==> src/rtl/branch_ctrl_if.sv <==
// Bundled instruction, result, redirect and statistics signals of the
// execute-stage branch controller; the comparator op encoding lives here too.
`ifndef ALU_OP_WIDTH
`define ALU_OP_WIDTH 4
`endif
`ifndef ALU_OP_SEQ
`define ALU_OP_SEQ  4'hA
`define ALU_OP_SNE  4'hB
`define ALU_OP_SLT  4'h2
`define ALU_OP_SLTU 4'h3
`define ALU_OP_SGE  4'hC
`define ALU_OP_SGEU 4'hD
`endif

interface branch_ctrl_if #(
    parameter int XLEN  = 32,
    parameter int CNT_W = 32
);
    logic                     in_valid;
    logic                     in_ready;
    logic [XLEN-1:0]          in_pc;
    logic [XLEN-1:0]          in_imm;
    logic [XLEN-1:0]          in_rs1;
    logic [XLEN-1:0]          in_rs2;
    logic [`ALU_OP_WIDTH-1:0] in_br_op;
    logic [1:0]               in_kind;
    logic                     kill;
    logic                     res_valid;
    logic                     res_taken;
    logic [XLEN-1:0]          res_link;
    logic                     misalign_err;
    logic                     redirect_valid;
    logic [XLEN-1:0]          redirect_pc;
    logic                     redirect_ready;
    logic                     flush;
    logic [CNT_W-1:0]         br_count;
    logic [CNT_W-1:0]         taken_count;

    modport master (
        output in_valid, in_pc, in_imm, in_rs1, in_rs2, in_br_op, in_kind,
               kill, redirect_ready,
        input  in_ready, res_valid, res_taken, res_link, misalign_err,
               redirect_valid, redirect_pc, flush, br_count, taken_count
    );

    modport slave (
        input  in_valid, in_pc, in_imm, in_rs1, in_rs2, in_br_op, in_kind,
               kill, redirect_ready,
        output in_ready, res_valid, res_taken, res_link, misalign_err,
               redirect_valid, redirect_pc, flush, br_count, taken_count
    );
endinterface

==> src/rtl/branch_ctrl.sv <==
// Execute-stage branch/jump controller: resolves one control transfer at a time,
// then drives a redirect handshake to fetch followed by a timed pipeline flush.

module branch_cmp #(
    parameter int XLEN = 32
) (
    input  logic [XLEN-1:0]          a_i,
    input  logic [XLEN-1:0]          b_i,
    input  logic [`ALU_OP_WIDTH-1:0] op_i,
    output logic                     cond_o
);
    always_comb begin
        case (op_i)
            `ALU_OP_SEQ:  cond_o = (a_i == b_i);
            `ALU_OP_SNE:  cond_o = (a_i != b_i);
            `ALU_OP_SLT:  cond_o = ($signed(a_i) <  $signed(b_i));
            `ALU_OP_SGE:  cond_o = ($signed(a_i) >= $signed(b_i));
            `ALU_OP_SLTU: cond_o = (a_i <  b_i);
            `ALU_OP_SGEU: cond_o = (a_i >= b_i);
            default:      cond_o = 1'b0;
        endcase
    end
endmodule

module branch_ctrl #(
    parameter int XLEN         = 32,
    parameter int FLUSH_CYCLES = 2,
    parameter int CNT_W        = 32
) (
    input  logic         clk,
    input  logic         rst,
    branch_ctrl_if.slave bus
);
    localparam logic [1:0] S_IDLE  = 2'd0;
    localparam logic [1:0] S_EVAL  = 2'd1;
    localparam logic [1:0] S_REDIR = 2'd2;
    localparam logic [1:0] S_FLUSH = 2'd3;

    localparam int              FC_W    = (FLUSH_CYCLES > 1) ? $clog2(FLUSH_CYCLES) : 1;
    localparam logic [FC_W-1:0] FC_LOAD = FC_W'((FLUSH_CYCLES > 0) ? FLUSH_CYCLES - 1 : 0);
    localparam logic [CNT_W-1:0] CNT_MAX = '1;

    logic [1:0]               state_q,    state_d;
    logic [XLEN-1:0]          pc_q,       pc_d;
    logic [XLEN-1:0]          imm_q,      imm_d;
    logic [XLEN-1:0]          rs1_q,      rs1_d;
    logic [XLEN-1:0]          rs2_q,      rs2_d;
    logic [`ALU_OP_WIDTH-1:0] op_q,       op_d;
    logic [1:0]               kind_q,     kind_d;
    logic [XLEN-1:0]          redirPc_q,  redirPc_d;
    logic [FC_W-1:0]          flushCnt_q, flushCnt_d;
    logic [CNT_W-1:0]         brCnt_q,    brCnt_d;
    logic [CNT_W-1:0]         takenCnt_q, takenCnt_d;

    logic            cond;
    logic            taken;
    logic            evalLive;
    logic [XLEN-1:0] jalrSum;
    logic [XLEN-1:0] target;
    logic [XLEN-1:0] link;

    branch_cmp #(.XLEN(XLEN)) u_cmp (
        .a_i    (rs1_q),
        .b_i    (rs2_q),
        .op_i   (op_q),
        .cond_o (cond)
    );

    // Reserved kind 3 falls through every term and resolves not-taken.
    assign jalrSum  = rs1_q + imm_q;
    assign target   = (kind_q == 2'd2) ? (jalrSum & {{(XLEN-1){1'b1}}, 1'b0}) : (pc_q + imm_q);
    assign taken    = (kind_q == 2'd1) || (kind_q == 2'd2) || ((kind_q == 2'd0) && cond);
    assign link     = pc_q + XLEN'(4);
    assign evalLive = (state_q == S_EVAL) && !bus.kill;

    assign bus.in_ready       = (state_q == S_IDLE);
    assign bus.res_valid      = evalLive;
    assign bus.res_taken      = evalLive && taken;
    assign bus.res_link       = evalLive ? link : '0;
    assign bus.misalign_err   = evalLive && taken && target[1];
    assign bus.redirect_valid = (state_q == S_REDIR);
    assign bus.redirect_pc    = redirPc_q;
    assign bus.flush          = (state_q == S_FLUSH);
    assign bus.br_count       = brCnt_q;
    assign bus.taken_count    = takenCnt_q;

    always_comb begin
        state_d    = state_q;
        pc_d       = pc_q;
        imm_d      = imm_q;
        rs1_d      = rs1_q;
        rs2_d      = rs2_q;
        op_d       = op_q;
        kind_d     = kind_q;
        redirPc_d  = redirPc_q;
        flushCnt_d = flushCnt_q;
        brCnt_d    = brCnt_q;
        takenCnt_d = takenCnt_q;

        // kill overrides everything, including an accept offered in the same cycle.
        if (bus.kill) begin
            state_d = S_IDLE;
        end else begin
            case (state_q)
                S_IDLE: begin
                    if (bus.in_valid) begin
                        pc_d    = bus.in_pc;
                        imm_d   = bus.in_imm;
                        rs1_d   = bus.in_rs1;
                        rs2_d   = bus.in_rs2;
                        op_d    = bus.in_br_op;
                        kind_d  = bus.in_kind;
                        brCnt_d = (brCnt_q == CNT_MAX) ? brCnt_q : brCnt_q + 1'b1;
                        state_d = S_EVAL;
                    end
                end
                S_EVAL: begin
                    if (taken && !target[1]) begin
                        takenCnt_d = (takenCnt_q == CNT_MAX) ? takenCnt_q : takenCnt_q + 1'b1;
                        redirPc_d  = target;
                        state_d    = S_REDIR;
                    end else begin
                        state_d = S_IDLE;
                    end
                end
                S_REDIR: begin
                    if (bus.redirect_ready) begin
                        if (FLUSH_CYCLES == 0) begin
                            state_d = S_IDLE;
                        end else begin
                            flushCnt_d = FC_LOAD;
                            state_d    = S_FLUSH;
                        end
                    end
                end
                S_FLUSH: begin
                    if (flushCnt_q == '0) begin
                        state_d = S_IDLE;
                    end else begin
                        flushCnt_d = flushCnt_q - 1'b1;
                    end
                end
                default: state_d = S_IDLE;
            endcase
        end
    end

    always_ff @(posedge clk or posedge rst) begin
        if (rst) begin
            state_q    <= S_IDLE;
            pc_q       <= '0;
            imm_q      <= '0;
            rs1_q      <= '0;
            rs2_q      <= '0;
            op_q       <= '0;
            kind_q     <= '0;
            redirPc_q  <= '0;
            flushCnt_q <= '0;
            brCnt_q    <= '0;
            takenCnt_q <= '0;
        end else begin
            state_q    <= state_d;
            pc_q       <= pc_d;
            imm_q      <= imm_d;
            rs1_q      <= rs1_d;
            rs2_q      <= rs2_d;
            op_q       <= op_d;
            kind_q     <= kind_d;
            redirPc_q  <= redirPc_d;
            flushCnt_q <= flushCnt_d;
            brCnt_q    <= brCnt_d;
            takenCnt_q <= takenCnt_d;
        end
    end
endmodule
==> src/flat_wrapper.sv <==
// flat-port wrapper written by rule: the top's interface ports become plain ports
module branch_ctrl_flat 
#(
    parameter int XLEN         = 32,
    parameter int FLUSH_CYCLES = 2,
    parameter int CNT_W        = 32
)
  (clk, rst, bus_in_valid, bus_in_pc, bus_in_imm, bus_in_rs1, bus_in_rs2, bus_in_br_op, bus_in_kind, bus_kill, bus_redirect_ready, bus_in_ready, bus_res_valid, bus_res_taken, bus_res_link, bus_misalign_err, bus_redirect_valid, bus_redirect_pc, bus_flush, bus_br_count, bus_taken_count);
  branch_ctrl_if #(.XLEN(XLEN), .CNT_W(CNT_W)) bus_i ();
  input  logic clk;
  input  logic rst;
  input wire logic [$bits(bus_i.in_valid)-1:0] bus_in_valid;
  input wire logic [$bits(bus_i.in_pc)-1:0] bus_in_pc;
  input wire logic [$bits(bus_i.in_imm)-1:0] bus_in_imm;
  input wire logic [$bits(bus_i.in_rs1)-1:0] bus_in_rs1;
  input wire logic [$bits(bus_i.in_rs2)-1:0] bus_in_rs2;
  input wire logic [$bits(bus_i.in_br_op)-1:0] bus_in_br_op;
  input wire logic [$bits(bus_i.in_kind)-1:0] bus_in_kind;
  input wire logic [$bits(bus_i.kill)-1:0] bus_kill;
  input wire logic [$bits(bus_i.redirect_ready)-1:0] bus_redirect_ready;
  output wire logic [$bits(bus_i.in_ready)-1:0] bus_in_ready;
  output wire logic [$bits(bus_i.res_valid)-1:0] bus_res_valid;
  output wire logic [$bits(bus_i.res_taken)-1:0] bus_res_taken;
  output wire logic [$bits(bus_i.res_link)-1:0] bus_res_link;
  output wire logic [$bits(bus_i.misalign_err)-1:0] bus_misalign_err;
  output wire logic [$bits(bus_i.redirect_valid)-1:0] bus_redirect_valid;
  output wire logic [$bits(bus_i.redirect_pc)-1:0] bus_redirect_pc;
  output wire logic [$bits(bus_i.flush)-1:0] bus_flush;
  output wire logic [$bits(bus_i.br_count)-1:0] bus_br_count;
  output wire logic [$bits(bus_i.taken_count)-1:0] bus_taken_count;
  assign bus_i.in_valid = bus_in_valid;
  assign bus_i.in_pc = bus_in_pc;
  assign bus_i.in_imm = bus_in_imm;
  assign bus_i.in_rs1 = bus_in_rs1;
  assign bus_i.in_rs2 = bus_in_rs2;
  assign bus_i.in_br_op = bus_in_br_op;
  assign bus_i.in_kind = bus_in_kind;
  assign bus_i.kill = bus_kill;
  assign bus_i.redirect_ready = bus_redirect_ready;
  assign bus_in_ready = bus_i.in_ready;
  assign bus_res_valid = bus_i.res_valid;
  assign bus_res_taken = bus_i.res_taken;
  assign bus_res_link = bus_i.res_link;
  assign bus_misalign_err = bus_i.misalign_err;
  assign bus_redirect_valid = bus_i.redirect_valid;
  assign bus_redirect_pc = bus_i.redirect_pc;
  assign bus_flush = bus_i.flush;
  assign bus_br_count = bus_i.br_count;
  assign bus_taken_count = bus_i.taken_count;
  branch_ctrl #(.XLEN(XLEN), .FLUSH_CYCLES(FLUSH_CYCLES), .CNT_W(CNT_W)) u_core (.clk(clk), .rst(rst), .bus(bus_i));
endmodule
==> config.mk <==
export PLATFORM = sky130hd
export DESIGN_NAME = branch_ctrl_flat
export DESIGN_NICKNAME = d
export VERILOG_FILES = /design/src/rtl/branch_ctrl_if.sv /design/src/rtl/branch_ctrl.sv /design/src/flat_wrapper.sv
export SDC_FILE = /design/constraint.sdc
export NUM_CORES = 1
export LEC_CHECK = 0
export ABC_AREA = 0
export CORE_MARGIN = 5
export CORE_UTILIZATION = 50
export DETAILED_ROUTE_END_ITERATION = 6
export GPL_TIMING_DRIVEN = 1
export PLACE_DENSITY_LB_ADDON = 0.15
export SLEW_MARGIN = 20
export SYNTH_ARGS = -nofsm -noshare
export SYNTH_HDL_FRONTEND = slang
export SYNTH_SLANG_ARGS = --single-unit
==> constraint.sdc <==
create_clock -name clk -period 9.6 [get_ports clk]
set_input_delay 1.92 -clock clk [delete_from_list [all_inputs] [get_ports clk]]
set_output_delay 1.92 -clock clk [all_outputs]
set_load 0.02 [all_outputs]
Word-level counts from Yosys, hierarchy flattened
Index checks and enable logic that the tools add are counted.
- flip-flop bits (word level): 233
- input bits: 139
- add/sub/neg operators: 6
- $lt $le $gt $ge: 4
- equality and inequality tests: 19
- mux-type cells: 12
- bitwise operators: 3
- reduce and logical (&&, ||, !) cells: 18
- operator list (operator ; number):
    $add A32 B1 Y32 const B ; 2
    $add A32 B32 Y32 ; 2
    $eq A32 B32 Y1 const B ; 2
    $ge A32 B32 Y1 ; 2
    $lt A32 B32 Y1 ; 2
    $mux W32 ; 2
    $add A32 B3 Y32 const B ; 1
    $eq A32 B32 Y1 ; 1
    $ne A32 B32 Y1 ; 1
    $eq A4 B4 Y1 const B ; 4
    $reduce_and A3 Y1 ; 4
    $mux W2 ; 5
    $ne A3 B3 Y1 const B ; 3
    $eq A4 B2 Y1 const B ; 2
    $pmux W2 S4 ; 1
    $reduce_and A4 Y1 ; 2
    $eq A2 B2 Y1 const B ; 3
    $pmux W1 S6 ; 1
    $logic_and A1 B1 Y1 ; 5
    $eq A2 B1 Y1 const B ; 2
    $logic_not A2 Y1 ; 2
    $not A1 Y1 ; 3
    $logic_not A1 Y1 ; 2
    $logic_or A1 B1 Y1 ; 2
    5 further kinds ; 6

Longest topological paths before layout
Gate-level depths: netlist of the first run.
- word-level depth: 8
- gate-level depth with buffers: 14
- gate-level depth less buffers: 12

By module
Synthesis of the first run repeated with hierarchy kept, for this count alone.
- cells, all modules: 1417
- area total of the unflattened synthesis: 14256.2 um2
- modules (own cells, without submodules) (module ; times used ; cells an instance ; area each (um2)):
    branch_ctrl ; 1 ; 1293 ; 13335.3
    branch_cmp ; 1 ; 124 ; 920.9

Worst setup path before layout of the first run
OpenSTA, ideal clock, no wires.
- kind: input-to-output
- start: in bus_kill
- end: out bus_misalign_err
- arrival time: 2.843 ns
- setup slack: 4.837 ns
- cell stages on the path: 4
- cells stage by stage: nor2_1 nand2_1 nor2_1 and2_1
- longest elaborated chain between the ends: 4
- ends and longest elaborated chain (element ; line ; source):
    start, declared ; flat_wrapper.sv:19 ; input wire logic [$bits(bus_i.kill)-1:0] bus_kill;
    $logic_not A1 Y1 ; branch_ctrl.sv:74 ; assign evalLive = (state_q == S_EVAL) && !bus.kill;
    $logic_and A1 B1 Y1 ; branch_ctrl.sv:74 ;
    $logic_and A1 B1 Y1 ; -- ;
    via bus_res_taken ; flat_wrapper.sv:23 ; output wire logic [$bits(bus_i.res_taken)-1:0] bus_res_taken;
    $logic_and A1 B1 Y1 ; branch_ctrl.sv:80 ; assign bus.misalign_err = evalLive && taken && target[1];
    end, declared ; flat_wrapper.sv:25 ; output wire logic [$bits(bus_i.misalign_err)-1:0] bus_misalign_err;
The timed path passes the listed nets, and every way through them passes these cells.

Worst setup path after layout of the first run
- start: in bus_kill
- end: out bus_res_link[23]
- longest elaborated chain between the ends: 3
- ends and longest elaborated chain (element ; line ; source):
    $logic_not A1 Y1 ; branch_ctrl.sv:74 ;
    $logic_and A1 B1 Y1 ; branch_ctrl.sv:74 ;
    $mux W32 ; branch_ctrl.sv:79 ; assign bus.res_link = evalLive ? link : '0;
    end, declared ; flat_wrapper.sv:24 ; output wire logic [$bits(bus_i.res_link)-1:0] bus_res_link;
No other way between the ends.

==> results of run 1 <==
==> where the power goes <==
| part | leakage (µW) | internal, µW | total [µW] | switching (µW) |
|---|---|---|---|---|
| combinational | 0.00452 | 1200 | 2630 | 1430 |
| sequential | 0.00289 | 1250 | 1530 | 279 |
| clock | 0.000427 | 610 | 1000 | 390 |
| total | 0.00784 | 3060 | 5160 | 2100 |
==> through the flow <==
stage                     hold WS [ns]  instance area, µm²
after floorplan                  0.487               14300
after detailed placement         0.469               17300
after global placement           0.461               17300
after CTS                        0.482               18200
after global routing             0.498               18200
final                            0.478               18200
==> cells in the mapped netlist, types with 12 or more instances <==
cell type / instances
nand4_1: 28
dfrtp_1: 233
xnor2_1: 60
and3_1: 25
nor2b_1: 16
xor2_1: 70
nor2_1: 93
o21ai_0: 99
nand3_1: 41
clkbuf_1: 35
a21oi_1: 87
nor3_1: 41
a21o_1: 16
and2_1: 14
ha_1: 98
nand2b_1: 14
inv_1: 65
a211oi_1: 12
nand2_1: 142
o21bai_1: 13
mux2_2: 98
==> how the worst max path moves through the flow <==
stage,cells after the start,slack (ns),endpoint,from
after floorplan,1,1.29,u_core.bus.br_count[0]$_DFFE_PP0P_,rst
after global placement,6,3.73,bus_res_link[31],bus_kill
after detailed placement,6,3.65,bus_res_link[31],bus_kill
after CTS,6,3.65,bus_res_link[23],bus_kill
after global routing,9,3.49,bus_res_link[31],u_core.pc_q[4]$_DFFE_PP0P_
final,6,3.65,bus_res_link[23],bus_kill
==> kinds of logic (layout without fill, tap and decap cells) <==
kind of cell / after synthesis / count (layout) / share of synthesized area [%]
and+or+nand+nor: 479 / 479 / 17.4
AOI/OAI and AO/OA: 302 / 302 / 13.1
DFF: 233 / 233 / 40.9
xor gates and xnor gates: 130 / 130 / 7.99
buffers and inverters: 111 / 387 / 3.12
muxes: 109 / 109 / 8.52
adders and majority gates: 100 / 100 / 8.88
other: 0 / 2 / 0
==> critical path, stage by stage <==
cell	delay, ns
clkdlybuf4s50_1	0.44
nor2_1	0.20
nand2_1	0.35
buf_4	0.35
nor2_1	0.14
clkdlybuf4s50_1	0.62
==> layout make-up <==
cell class	instances	area [µm²]
antenna	2	5.00
clock buffer	41	828
clock inverter	2	35.0
fill	2362	9760
inverter	66	255
multi-input combinational	1120	7980
sequential	233	5830
tap	378	473
timing repair buffer	278	2770
==> per-layer routing <==
metal | wire (µm) | global-route usage, % | vias up
li1 | - | - | 5739
met1 | 16200 | 30.4 | 5680
met2 | 19100 | 42.6 | 341
met3 | 2560 | 5.06 | 66
met4 | 949 | 5.47 | 4
met5 | 27 | 0 | -
==> sequential cells by signal (all words and copies together), names as in the netlist <==
signal                  count
u_core.bus.br_count        32
u_core.bus.redirect_pc     32
u_core.bus.taken_count     32
u_core.imm_q               32
u_core.pc_q                32
u_core.rs1_q               32
u_core.rs2_q               32
u_core.op_q                 4
u_core.kind_q               2
u_core.state_q              2
u_core.flushCnt_q           1
==> impl_results.md, run 1 <==
* Crit-path max FO at 25
* FF-to-FF Start: u_core.rs1_q[31]$_DFFE_PP0P_
* Share of cells above drive strength 1 at 10.2%
* Clock buffer depth at 3
* Skew final at 0.0102 ns
* Drt first pass iters at 5
* Setup TNS Final at 0 ns
* Final Critical Period at 5.95 ns
* Startpoint types: primary input
* Remaining DRCs at 0
* Synth Flop Type: dfrtp_1
* Count of cell types in the netlist at 74
* Area grow syn2layout at 27.5%
* Post-CTS Setup Inserts at 0
* H-tree levels at 1
* Avg WL per Cell at 18.3 µm
* # setup viols final at 0
* Hold buffer count at CTS at 0
* EDFF count, synth at 0
* Syn nets at 1703
* Worst-Margin Slew at 1.05 ns
* Slew margin rel. at 30.2%
* Post-synth ARST share at 100%
* Root buf cell: clkbuf_16
* Clock slew at reported path FFs at 0.06 ns
* Die height at 179 µm
* Maximum capacitance violations at 0
* Clock sink count at 233
* Hold path startpoint: u_core.bus.redirect_pc[19]$_DFFE_PP0P_
* Worst setup EP type: primary output
* HPWL after DPL at 29500 µm
* Placer Congestion at 0.891
* Initial core utilization at 51.0%
* # IOs at 273
* Worst setup path category: in -> out
* Worst path required time at 7.68 ns
* Dpl cells at 2075
* Worst Hold Class: reg -> reg
* CTS resizes at 0
* First-pass GRT wire length at 62300 µm
* Unrepaired setup endpoints after global routing: no
* Worst Reg-to-Reg Cells at 10
* Initial antenna violation count at 4
* Cells after Synth at 1464
* Capturing point of the worst reg2reg path: u_core.bus.taken_count[1]$_DFFE_PP0P_
* Hold Vio Cnt, Final at 0
* Leak at 0.00784 µW
* Fmax at 168 MHz
* Top cell type's share of synthesized area at 40.9%
* Worst-Skew Late Latency at 0.53 ns
* Final Max Tran Viols at 0
* Antenna-violating nets left at 0
* Vias in the first global route at 12.0k
* Syn Area/Cell at 9.74 µm²
* Reg2reg setup slack at 5.23 ns
* Routed wire length at 38800 µm
* Synth Register Bits at 233
* Yosys top cell by area: dfrtp_1
* Status: complete, no violations
* Hold path cells at 2
* DP Worst Slack at 3.65 ns
* Largest net degree at the start of global routing at 121
* Die Width at 179 µm
* Remaining global-route overflow at 0
* Synthesized cell area at 14300 µm²
* PortBufs at 272
* Design Power at 5160 µW
* Sequential area share after synthesis at 40.9%
* Final WS setup at 3.65 ns
* Synth warnings at 0
* Final std cells w/o fill at 2120
* Initial DRC count at 711
* Die Footprint at 32000 µm²
* Tot GR Track Use at 24.1%
* Top post-synthesis cells by area: dfrtp_1 41%, ha_1 8.6%, mux2_2 7.7%
* Final net count at 1964
* Core area at 27900 µm²
* Critical Path AT at 4.03 ns
* Most common cell after layout, fill and taps aside: clkdlybuf4s50_1
* CTS tree: done
* PwrDens at 284 nW/µm²
* CTS Buf Count at 26
* Rows at 61
* Final Core Density at 65.1%
* Commonest non-fill, non-tap cells in the layout: 272 x clkdlybuf4s50_1, 233 x dfrtp_1, 142 x nand2_1, 99 x o21ai_0
* Peak VDD IR at 0.183 mV
* Worst hold path endpoint: u_core.bus.redirect_pc[19]$_DFFE_PP0P_
* Final period util at 62.0%
* Via Count at 11.8k
* Vias per std cell at 5.58
Power figures use the tool's default switching activity.
==> run 2: changes to the inputs <==
--- a/config.mk
+++ b/config.mk
@@ -7,7 +7,7 @@
 export LEC_CHECK = 0
 export ABC_AREA = 0
 export CORE_MARGIN = 5
-export CORE_UTILIZATION = 50
+export CORE_UTILIZATION = 48
 export DETAILED_ROUTE_END_ITERATION = 6
 export GPL_TIMING_DRIVEN = 1
 export PLACE_DENSITY_LB_ADDON = 0.15
==> constraint.sdc (replaced) <==
create_clock -name clk -period 4.9 [get_ports clk]
set_input_delay 0.98 -clock clk [delete_from_list [all_inputs] [get_ports clk]]
set_output_delay 0.98 -clock clk [all_outputs]
set_load 0.02 [all_outputs]
==> run 2 against run 1 <==
  * Register-to-register slack worse by 4.0 ns
  * Utilization down 2.7 points
  * Largest power group unchanged
  * First-iteration DRC count up 13%
  * Power up 100%
  * Sequential power up 95%
  * Via count down 0.10%
  * Highest routed layer unchanged
==> impl_results.md, run 2 (synthesis gave the netlist of run 1 again) <==
* Status: complete, no violations
* HPWL after DPL at 30900 µm (+4.6%)
* Share of cells above drive strength 1 at 10.9% (+0.74 points)
* Unrepaired setup endpoints after global routing: no
* Critical path depth at 9 (+3)
* Seq pwr share at 28.5% (-1.1 points)
* Die Width at 182 µm (+1.9%)
* Worst path required time at 3.92 ns (-3.76 ns)
* H-tree levels at 1 (unchanged)
* Worst-Skew Late Latency at 0.53 ns (about the same)
* Setup TNS Final at 0 ns (unchanged)
* Via Count at 11.8k (-0.10%)
* Die Footprint at 33200 µm² (+3.9%)
* Multi-input logic area at 7990 µm² (about the same)
* Register area at 5830 µm² (about the same)
* Fillers at 2502 (+5.9%)
* Peak VDD IR at 0.295 mV (+61%)
* Vias per std cell at 5.52 (-1.0%)
* Die height at 182 µm (+1.9%)
* First-pass GRT wire length at 63900 µm (+2.6%)
* Drt first pass iters at 5 (unchanged)
* Worst Reg-to-Reg Cells at 12 (+2)
* Final Max Tran Viols at 0 (unchanged)
* Clock sink count at 233 (unchanged)
* Worst-Margin Slew at 0.948 ns (-0.0981 ns)
* Tot GR Track Use at 23.7% (-0.47 points)
* Most common cell after layout, fill and taps aside: clkdlybuf4s50_1
* PwrDens at 571 nW/µm² (+100%)
* WP buf/inv at 1 (-2)
* # IOs at 273 (unchanged)
* Final Critical Period at 4.63 ns
* Worst Hold Class: reg -> reg
* Remaining global-route overflow at 0 (unchanged)
* Worst path slowest cell: clkdlybuf4s50_1
* Crit-path max FO at 6 (-76%)
* Antenna-violating nets left at 0 (unchanged)
* Ant. Diodes at 0 (-2)
* Final net count at 1969 (+0.25%)
* Initial antenna violation count at 3 (-1)
* Root buf cell: clkbuf_16
* Vias in the first global route at 12.1k (+0.70%)
* Routed wire length at 40200 µm (+3.6%)
* Critical path, cell by cell: and4_1 > and3_1 > and4_1 > nor2b_2 > nor2b_1 > nand4_1 > or3_1 > a21oi_1 > clkdlybuf4s50_1
* Remaining DRCs at 0 (unchanged)
* Largest net degree at the start of global routing at 130 (+7.4%)
* Sw power at 4280 µW (+100%)
* Max stage delay on crit path at 0.61 ns (about the same)
* Pint at 6210 µW (+100%)
* Slew margin rel. at 36.4% (+6.2 points)
* CTS Buf Count at 27 (+3.8%)
* Startpoint types: flip-flop
* Placer Congestion at 0.921 (+3.3%)
* Clock power frac at 21.1% (+1.7 points)
* Hold Vio Cnt, Final at 0 (unchanged)
* Critical Path AT at 3.65 ns (-0.38 ns)
* # setup viols final at 0 (unchanged)
* Initial core utilization at 48.4% (-2.7 points)
* Top delay family on crit path: simple AND/OR/NAND/NOR gates
* Leak at 0.00794 µW (+1.2%)
* Area grow syn2layout at 29.0%
* Fmax at 216 MHz
* Hold buffer count at CTS at 0 (unchanged)
* CTS tree: done
* Sw Ratio at 40.8% (+0.046 points)
* Core area at 29500 µm² (+5.5%)
* Maximum capacitance violations at 0 (unchanged)
* Skew final at 0.00799 ns (-0.00218 ns)
* Avg WL per Cell at 18.8 µm (+2.7%)
* PortBufs at 272 (unchanged)
* Worst setup EP type: primary output
* Hold path cells at 2 (unchanged)
* Hold WS at 0.477 ns (-0.00138 ns)
* Commonest non-fill, non-tap cells in the layout: 272 x clkdlybuf4s50_1, 232 x dfrtp_1, 142 x nand2_1, 99 x o21ai_0
* Clock slew at reported path FFs at 0.06 ns (about the same)
* Initial DRC count at 802 (+13%)
* Worst setup path category: reg -> out
* Logic pwr share at 50.4% (-0.6 points)
* CP most frequent cell: and4_1
* Final period util at 94.6%
* Rows at 63 (+3.3%)
* Clock buffer depth at 3 (unchanged)
-- run 2: changes by cell type in the layout (fill, tap and decap cells not counted), sizes merged --
cell / before / now
clkinvlp: 0 / 1
diode: 2 / 0
bufinv: 1 / 6
buf: 6 / 10
clkbuf: 41 / 34
clkinv: 2 / 9
-- run 2: final cells by class --
type | count | share of cell area [%]
multi-input cells | 1120 | 43.4
flip-flops and latches | 233 | 31.7
repair buffers | 282 | 15.5
clock buffers | 34 | 4.09
well taps | 390 | 2.65
inverters | 66 | 1.37
clock inverters | 15 | 1.29
-- run 2: repair_timing --
action,CTS,global route
setup buffers,0,0
gates resized for setup,0,2
endpoints found under the setup margin,0,2
-- run 2: power groups by stage --
stage	Combinational [µW]	Sequential (µW)	Clock [µW]
CTS	5280	3000	2270
finish	5290	2990	2220
global placement	5160	3010	0
floorplan	3630	2990	0
detailed placement	5240	3020	0
global route	5860	3060	2340
-- run 2: stage by stage --
step           cells  total power, µW  worst slack (ns)  util (%)  cell area, µm²
2_1_floorplan   1464             6620             0.870         -           14300
3_3_place_gp    2091             8170             0.817      59.0           17400
3_5_place_dp    2091             8270             0.738      59.0           17400
4_1_cts         2140            10500             0.144      62.4           18400
5_1_grt         2140            11300            0.0181      62.4           18400
6_report        2140            10500             0.266      62.4           18400
-- run 2: path summary, 6_finish.rpt --
check                                                       startpoint                                      to  slack (ns)
worst max-delay path                        u_core.pc_q[5]$_DFFE_PP0P_                        bus_res_link[31]        0.27
worst min-delay path            u_core.bus.redirect_pc[12]$_DFFE_PP0P_  u_core.bus.redirect_pc[12]$_DFFE_PP0P_        0.48
worst max register to register             u_core.imm_q[0]$_DFFE_PP0P_  u_core.bus.redirect_pc[28]$_DFFE_PP0P_        1.27
worst min register to register  u_core.bus.redirect_pc[12]$_DFFE_PP0P_  u_core.bus.redirect_pc[12]$_DFFE_PP0P_        0.48
max in group asynchronous                                          rst              u_core.pc_q[4]$_DFFE_PP0P_        3.25
min in group asynchronous                                          rst            u_core.rs2_q[10]$_DFFE_PP0P_        0.96
-- run 2: per-layer routing --
| layer | global-route usage, % | part of all wire, % | up-vias | routed length, µm |
|---|---|---|---|---|
| li1 | - | - | 5756 | - |
| met1 | 29.3 | 42 | 5629 | 16700 |
| met2 | 40.5 | 48 | 332 | 19300 |
| met3 | 4.86 | 5.6 | 95 | 2260 |
| met4 | 9.61 | 4.6 | 6 | 1860 |
| met5 | 0 | 0.085 | - | 34 |
-- run 2: worst min-delay path: stages, from the launching register on --
cell	delay, ns
dfrtp_1	0.34
nand2_1	0.04
o21ai_0	0.06
